===== src/rtl/galaga_pkg.sv =====
// Shared screen geometry and the enum types used by the player-ship input stage.
package galaga_pkg;

    localparam int SCREEN_W = 640;
    localparam int SHIP_W   = 32;
    localparam int X_W      = 10;

    typedef enum logic [1:0] {IDLE, SLOW, FAST} ramp_state_t;
    typedef enum logic [1:0] {DIR_NONE, DIR_LEFT, DIR_RIGHT} dir_t;

    // Pressing both buttons cancels out rather than favouring one side.
    function automatic dir_t decode_dir(input logic left_lvl, input logic right_lvl);
        if (left_lvl && !right_lvl) begin
            return DIR_LEFT;
        end else if (right_lvl && !left_lvl) begin
            return DIR_RIGHT;
        end
        return DIR_NONE;
    endfunction

endpackage


===== src/rtl/player_ctrl_if.sv =====
// Button/tick inputs and ship position/status outputs of the player control stage.
interface player_ctrl_if;
    import galaga_pkg::*;

    logic           left;
    logic           right;
    logic           frame_tick;
    logic [X_W-1:0] ship_x;
    logic           left_db;
    logic           right_db;
    logic           fast;

    modport master (
        output left, right, frame_tick,
        input  ship_x, left_db, right_db, fast
    );

    modport slave (
        input  left, right, frame_tick,
        output ship_x, left_db, right_db, fast
    );

endinterface


===== src/rtl/player_ctrl_debouncer.sv =====
// Two-flop synchronizer followed by a stable-level debounce counter.
module debouncer #(
    parameter int DEBOUNCE_CYCLES = 1000000
) (
    input  logic clk,
    input  logic reset,
    input  logic din,
    output logic dout
);
    localparam int CW = $clog2(DEBOUNCE_CYCLES + 1);

    logic          sync1_q;
    logic          sync2_q;
    logic          stable_q;
    logic          stable_d;
    logic [CW-1:0] cnt_q;
    logic [CW-1:0] cnt_d;

    always_comb begin
        cnt_d    = '0;
        stable_d = stable_q;
        if (sync2_q != stable_q) begin
            if (cnt_q == CW'(DEBOUNCE_CYCLES - 1)) begin
                stable_d = ~stable_q;
            end else begin
                cnt_d = cnt_q + CW'(1);
            end
        end
    end

    always_ff @(posedge clk) begin
        if (reset) begin
            sync1_q  <= 1'b0;
            sync2_q  <= 1'b0;
            stable_q <= 1'b0;
            cnt_q    <= '0;
        end else begin
            sync1_q  <= din;
            sync2_q  <= sync1_q;
            stable_q <= stable_d;
            cnt_q    <= cnt_d;
        end
    end

    assign dout = stable_q;

endmodule


===== src/rtl/player_ctrl.sv =====
// Debounces the left/right buttons and moves the ship once per frame with a hold-to-accelerate ramp.
module player_ctrl
    import galaga_pkg::*;
#(
    parameter int DEBOUNCE_CYCLES = 1000000,
    parameter int X_MIN           = 0,
    parameter int X_MAX           = 608,
    parameter int X_RESET         = 304,
    parameter int STEP_SLOW       = 2,
    parameter int STEP_FAST       = 6,
    parameter int HOLD_FRAMES     = 30
) (
    input  logic         clk,
    input  logic         reset,
    player_ctrl_if.slave bus
);
    localparam int HW = $clog2(HOLD_FRAMES + 1);
    localparam logic signed [X_W:0] XMIN_S = (X_W+1)'(X_MIN);
    localparam logic signed [X_W:0] XMAX_S = (X_W+1)'(X_MAX);

    logic [1:0] btn_raw;
    logic [1:0] btn_db;

    assign btn_raw = {bus.right, bus.left};

    for (genvar gi = 0; gi < 2; gi++) begin : g_btn
        debouncer #(.DEBOUNCE_CYCLES(DEBOUNCE_CYCLES)) u_db (
            .clk   (clk),
            .reset (reset),
            .din   (btn_raw[gi]),
            .dout  (btn_db[gi])
        );
    end

    ramp_state_t         state_q, state_d;
    dir_t                dir, dir_q, dir_d;
    logic [HW-1:0]       hold_q, hold_d;
    logic [X_W-1:0]      x_q, x_d;
    logic                fast_q;
    logic signed [X_W:0] step;
    logic signed [X_W:0] x_sum;

    always_comb begin
        state_d = state_q;
        hold_d  = hold_q;
        dir_d   = dir_q;
        x_d     = x_q;
        dir     = decode_dir(btn_db[0], btn_db[1]);
        step    = (state_q == FAST) ? (X_W+1)'(STEP_FAST) : (X_W+1)'(STEP_SLOW);
        x_sum   = $signed({1'b0, x_q});

        if (bus.frame_tick) begin
            dir_d = dir;
            unique case (state_q)
                IDLE: begin
                    if (dir != DIR_NONE) begin
                        state_d = SLOW;
                        hold_d  = HW'(1);
                    end
                end
                SLOW: begin
                    if (dir == DIR_NONE) begin
                        state_d = IDLE;
                        hold_d  = '0;
                    end else if (dir != dir_q) begin
                        hold_d  = HW'(1);
                    end else if (hold_q == HW'(HOLD_FRAMES - 1)) begin
                        state_d = FAST;
                    end else begin
                        hold_d  = hold_q + HW'(1);
                    end
                end
                default: begin
                    if (dir == DIR_NONE) begin
                        state_d = IDLE;
                        hold_d  = '0;
                    end else if (dir != dir_q) begin
                        state_d = SLOW;
                        hold_d  = HW'(1);
                    end
                end
            endcase

            // 11-bit signed sum so a step past zero clamps instead of wrapping.
            if (dir == DIR_LEFT) begin
                x_sum = $signed({1'b0, x_q}) - step;
                x_d   = (x_sum < XMIN_S) ? X_W'(X_MIN) : x_sum[X_W-1:0];
            end else if (dir == DIR_RIGHT) begin
                x_sum = $signed({1'b0, x_q}) + step;
                x_d   = (x_sum > XMAX_S) ? X_W'(X_MAX) : x_sum[X_W-1:0];
            end
        end
    end

    always_ff @(posedge clk) begin
        if (reset) begin
            state_q <= IDLE;
            hold_q  <= '0;
            dir_q   <= DIR_NONE;
            x_q     <= X_W'(X_RESET);
            fast_q  <= 1'b0;
        end else begin
            state_q <= state_d;
            hold_q  <= hold_d;
            dir_q   <= dir_d;
            x_q     <= x_d;
            fast_q  <= (state_d == FAST);
        end
    end

    assign bus.ship_x   = x_q;
    assign bus.left_db  = btn_db[0];
    assign bus.right_db = btn_db[1];
    assign bus.fast     = fast_q;

endmodule

===== src/flat_wrapper.sv =====
// flat-port wrapper written by rule: the top's interface ports become plain ports
module player_ctrl_flat import galaga_pkg::*;
#(
    parameter int DEBOUNCE_CYCLES = 1000000,
    parameter int X_MIN           = 0,
    parameter int X_MAX           = 608,
    parameter int X_RESET         = 304,
    parameter int STEP_SLOW       = 2,
    parameter int STEP_FAST       = 6,
    parameter int HOLD_FRAMES     = 30
)
  (clk, reset, bus_left, bus_right, bus_frame_tick, bus_ship_x, bus_left_db, bus_right_db, bus_fast);
  player_ctrl_if bus_i ();
  input  logic clk;
  input  logic reset;
  input wire logic [$bits(bus_i.left)-1:0] bus_left;
  input wire logic [$bits(bus_i.right)-1:0] bus_right;
  input wire logic [$bits(bus_i.frame_tick)-1:0] bus_frame_tick;
  output wire logic [$bits(bus_i.ship_x)-1:0] bus_ship_x;
  output wire logic [$bits(bus_i.left_db)-1:0] bus_left_db;
  output wire logic [$bits(bus_i.right_db)-1:0] bus_right_db;
  output wire logic [$bits(bus_i.fast)-1:0] bus_fast;
  assign bus_i.left = bus_left;
  assign bus_i.right = bus_right;
  assign bus_i.frame_tick = bus_frame_tick;
  assign bus_ship_x = bus_i.ship_x;
  assign bus_left_db = bus_i.left_db;
  assign bus_right_db = bus_i.right_db;
  assign bus_fast = bus_i.fast;
  player_ctrl #(.DEBOUNCE_CYCLES(DEBOUNCE_CYCLES), .X_MIN(X_MIN), .X_MAX(X_MAX), .X_RESET(X_RESET), .STEP_SLOW(STEP_SLOW), .STEP_FAST(STEP_FAST), .HOLD_FRAMES(HOLD_FRAMES)) u_core (.clk(clk), .reset(reset), .bus(bus_i));
endmodule

===== config.mk =====
export PLATFORM = sky130hd
export DESIGN_NAME = player_ctrl_flat
export DESIGN_NICKNAME = d
export VERILOG_FILES = /design/src/rtl/galaga_pkg.sv /design/src/rtl/player_ctrl_if.sv /design/src/rtl/player_ctrl_debouncer.sv /design/src/rtl/player_ctrl.sv /design/src/flat_wrapper.sv
export SDC_FILE = /design/constraint.sdc
export NUM_CORES = 1
export LEC_CHECK = 0
export ABC_AREA = 1
export CORE_MARGIN = 5
export CORE_UTILIZATION = 61
export CTS_CLUSTER_SIZE = 28
export DETAILED_ROUTE_END_ITERATION = 8
export GPL_TIMING_DRIVEN = 0
export PLACE_DENSITY = 0.89
export RECOVER_POWER = 100
export SLEW_MARGIN = 40
export SYNTH_ARGS = -nofsm -noshare
export SYNTH_HDL_FRONTEND = slang
export SYNTH_HIERARCHICAL = 1
export SYNTH_SLANG_ARGS = --single-unit

===== constraint.sdc =====
create_clock -name clk -period 2.6 [get_ports clk]
set_input_delay 0.78 -clock clk [delete_from_list [all_inputs] [get_ports clk]]
set_output_delay 0.78 -clock clk [all_outputs]
set_load 0.01 [all_outputs]

==> flow_summary.json <==
{
  "antenna_left": 0,
  "dr_total_vias": 3531,
  "timing.rr.end": "u_core/bus.ship_x[4]",
  "area_growth_pct": 10.57,
  "timing.fmax_mhz": 415.5,
  "final_cell_mix": "nand2_1, nor2_1, dfxtp_1",
  "setup.worst_path.start_class": "input port",
  "tritoncts": "built",
  "fin_skew_ns": 0.008401,
  "synth_nets": 554,
  "slowest_stage": "dlygate4sd3_1",
  "avgSynthCellArea_um2": 7.050,
  "post_cts_resized": 0,
  "drive_gt1_frac": 0.1121,
  "io_pins": 18,
  "whs_ns": 0.4104,
  "leakage_nw": 1.492,
  "reg2reg_setup_slack_ns": 0.28,
  "setup_viol": 0,
  "use_met2": 0.3947,
  "die_width_um": 88.93,
  "synth_top_area_share": 0.3424,
  "path_clk_slew_ns": 0.07,
  "port_buffers": 16,
  "grtUsageTotal": 0.2237,
  "ys_warn_count": 6,
  "grt_busiest_layer": "met2",
  "place_ws_ns": 0.04544,
  "r2r_cells": 15,
  "drt-total-wl_um": 8042,
  "wire_per_inst_um": 12.45,
  "setup_slack_ns": 0.1935,
  "hpwl_um": 5792,
  "cp_slowest_stage_delay_ns": 0.71,
  "cts_hold_buf": 0,
  "timing.final.crit_share": 0.9256,
  "grt_max_degree": 13,
  "outcome": "completed",
  "ys_top_cells_by_area": "dfxtp_1, nand2_1, nor2_1",
  "start_util": 0.6343,
  "maxSlewHeadroom": 0.6677,
  "final_common_cell": "nand2_1",
  "yosysTopAreaCell": "dfxtp_1",
  "use_met1": 0.2579,
  "cp-end-kind": "flip-flop",
  "dr.first_iter.drc_count": 219,
  "maxCapViolations": 0,
  "required_ns": 2.88,
  "finalHoldViolCount": 0,
  "coreArea_um2": 5991,
  "yosysUniqueCellTypes": 39,
  "grt_util_met3": 0.06359,
  "final_util": 0.7013,
  "crit_fanout": 12,
  "critical_path_class": "input port to flip-flop",
  "htreeDepth": 3,
  "dieArea_um2": 7908,
  "fp-row-count": 28,
  "drc": 0,
  "num_antenna_cells": 0,
  "finalSetupTns_ns": 0,
  "place_congestion": 0.9039,
  "n_fill_cell": 484,
  "clock_latency_ns": 0.34,
  "rsz0062_at_grt": "no",
  "tightest_slew_ns": 0.4932,
  "grt_pass1_wl_um": 13980,
  "slew_violations": 0,
  "cp.arrival_ns": 2.69,
  "power_w": 0.002040,
  "ys_seq_elements": 65,
  "avgViaCountPerCell": 5.466,
  "r2r_start": "u_core/state_q[1]",
  "crit_end": "u_core/g_btn[1].u_db/cnt_q[12]",
  "critPathLaunch": "reset",
  "ir_drop_mv": 0.4322,
  "overflow": 0,
  "antenna_found_initial": 0,
  "grt_pass1_vias": 3292,
  "ys_seq_area_frac": 0.3424,
  "cts_root_buffer": "clkbuf_8",
  "cts_sinks": 65,
  "drt_first_pass_iters": 5,
  "post-cts-setup-buffers": 0,
  "crit_path_cell_trace": "dlygate4sd3_1, inv_1, o21ai_0, a21oi_1, nand2_1, buf_2, nor2_2",
  "nets": 581,
  "syn_inst": 539,
  "min_path_type": "flip-flop to flip-flop",
  "syn-cell-area_um2": 3800,
  "clockBufferDepth": 2,
  "powerDensity_nw_per_um2": 485.6,
  "min_period_ns": 2.407,
  "numCtsBuffers": 9,
  "die_h_um": 88.93
}
==> flip-flops by register name (all words and copies together) (netlist names) <==
signal and flops:
u_core/dir_q 2, u_core/state_q 2, u_core/g_btn.u_db/dout 2, u_core/g_btn.u_db/cnt_q 40
u_core/bus.ship_x 9, u_core/hold_q 5, u_core/g_btn.u_db/sync1_q 2, u_core/g_btn.u_db/sync2_q 2
u_core/bus.fast 1
==> metrics by stage <==
step           cells  instance area [um^2]
3_3_place_gp     630                  4054
6_report         646                  4202
2_1_floorplan    539                  3800
4_1_cts          646                  4284
5_1_grt          646                  4202
3_5_place_dp     630                  4054
==> cell type report <==
| cell class | instances | area (um^2) | share of cell area |
|---|---|---|---|
| flip-flops and latches | 65 | 1301 | 0.3097 |
| inverters | 63 | 236.5 | 0.05628 |
| multi-input cells | 403 | 2127 | 0.5063 |
| plain buffers | 8 | 52.55 | 0.01251 |
| clock inverters | 4 | 75.07 | 0.01787 |
| repair buffers | 16 | 160.2 | 0.03812 |
| well taps | 75 | 93.84 | 0.02233 |
| clock buffers | 12 | 155.1 | 0.03693 |
==> cell families after synthesis <==
logic type | share of synthesized area
xor gates and xnor gates | 0.06454
DFF | 0.3424
and+or+nand+nor | 0.3764
adders and majority gates | 0.03688
AOI/OAI and AO/OA | 0.09451
other | 0.0009869
buffers and inverters | 0.08429
==> synth_stat cells <==
cell / n
o22ai_1: 2
nor2_4: 3
nor3_2: 3
a22oi_1: 1
nor3_1: 6
nor2_1: 75
nand3b_1: 2
fa_1: 2
o21ai_1: 2
dfxtp_1: 65
nand4_1: 9
nand2_4: 2
or2_2: 2
o21bai_1: 2
o21ai_0: 20
buf_12: 2
or2_0: 6
xor2_1: 18
nand3_4: 2
buf_6: 1
ha_1: 8
buf_2: 2
inv_2: 2
o21ai_2: 3
nor2_2: 29
nor3b_1: 2
nand2_1: 114
o211ai_1: 1
conb_1: 1
buf_4: 3
and2_1: 3
nand3_2: 5
a211oi_1: 1
a21oi_1: 31
a21oi_2: 2
nand3_1: 34
nand2_2: 2
inv_1: 61
xnor2_1: 10
==> how the worst min path moves through the flow <==
stage                                  from                            to  slack, ns  depth (start not counted)
6_report       u_core/g_btn[1].u_db/sync1_q  u_core/g_btn[1].u_db/sync2_q       0.41                          2
5_1_grt        u_core/g_btn[0].u_db/sync1_q  u_core/g_btn[0].u_db/sync2_q       0.44                          2
4_1_cts        u_core/g_btn[1].u_db/sync1_q  u_core/g_btn[1].u_db/sync2_q       0.42                          2
3_5_place_dp   u_core/g_btn[1].u_db/sync1_q  u_core/g_btn[1].u_db/sync2_q       0.39                          2
3_3_place_gp   u_core/g_btn[0].u_db/sync1_q  u_core/g_btn[0].u_db/sync2_q       0.39                          2
2_1_floorplan  u_core/g_btn[0].u_db/sync1_q  u_core/g_btn[0].u_db/sync2_q       0.39                          2
==> critical path, delay by kind of cell <==
family / cells / cell delay (ns)
buffers and inverters: 3 / 1.14
and+or+nand+nor: 2 / 0.40
AOI/OAI and AO/OA: 2 / 0.36
==> routing by layer <==
| layer | routed length, um | share of wire |
|---|---|---|
| met1 | 3451 | 0.43 |
| met2 | 3966 | 0.49 |
| met3 | 441 | 0.055 |
| met4 | 183 | 0.023 |
| met5 | 0 | 0 |
==> power by group <==
part	internal, W	switching (W)	total (W)
combinational	0.0000188	0.0000335	0.0000522
sequential	0.00100	0.00000540	0.00101
clock	0.000593	0.000387	0.000979
Note: power is estimated with default switching activity, not from simulation.
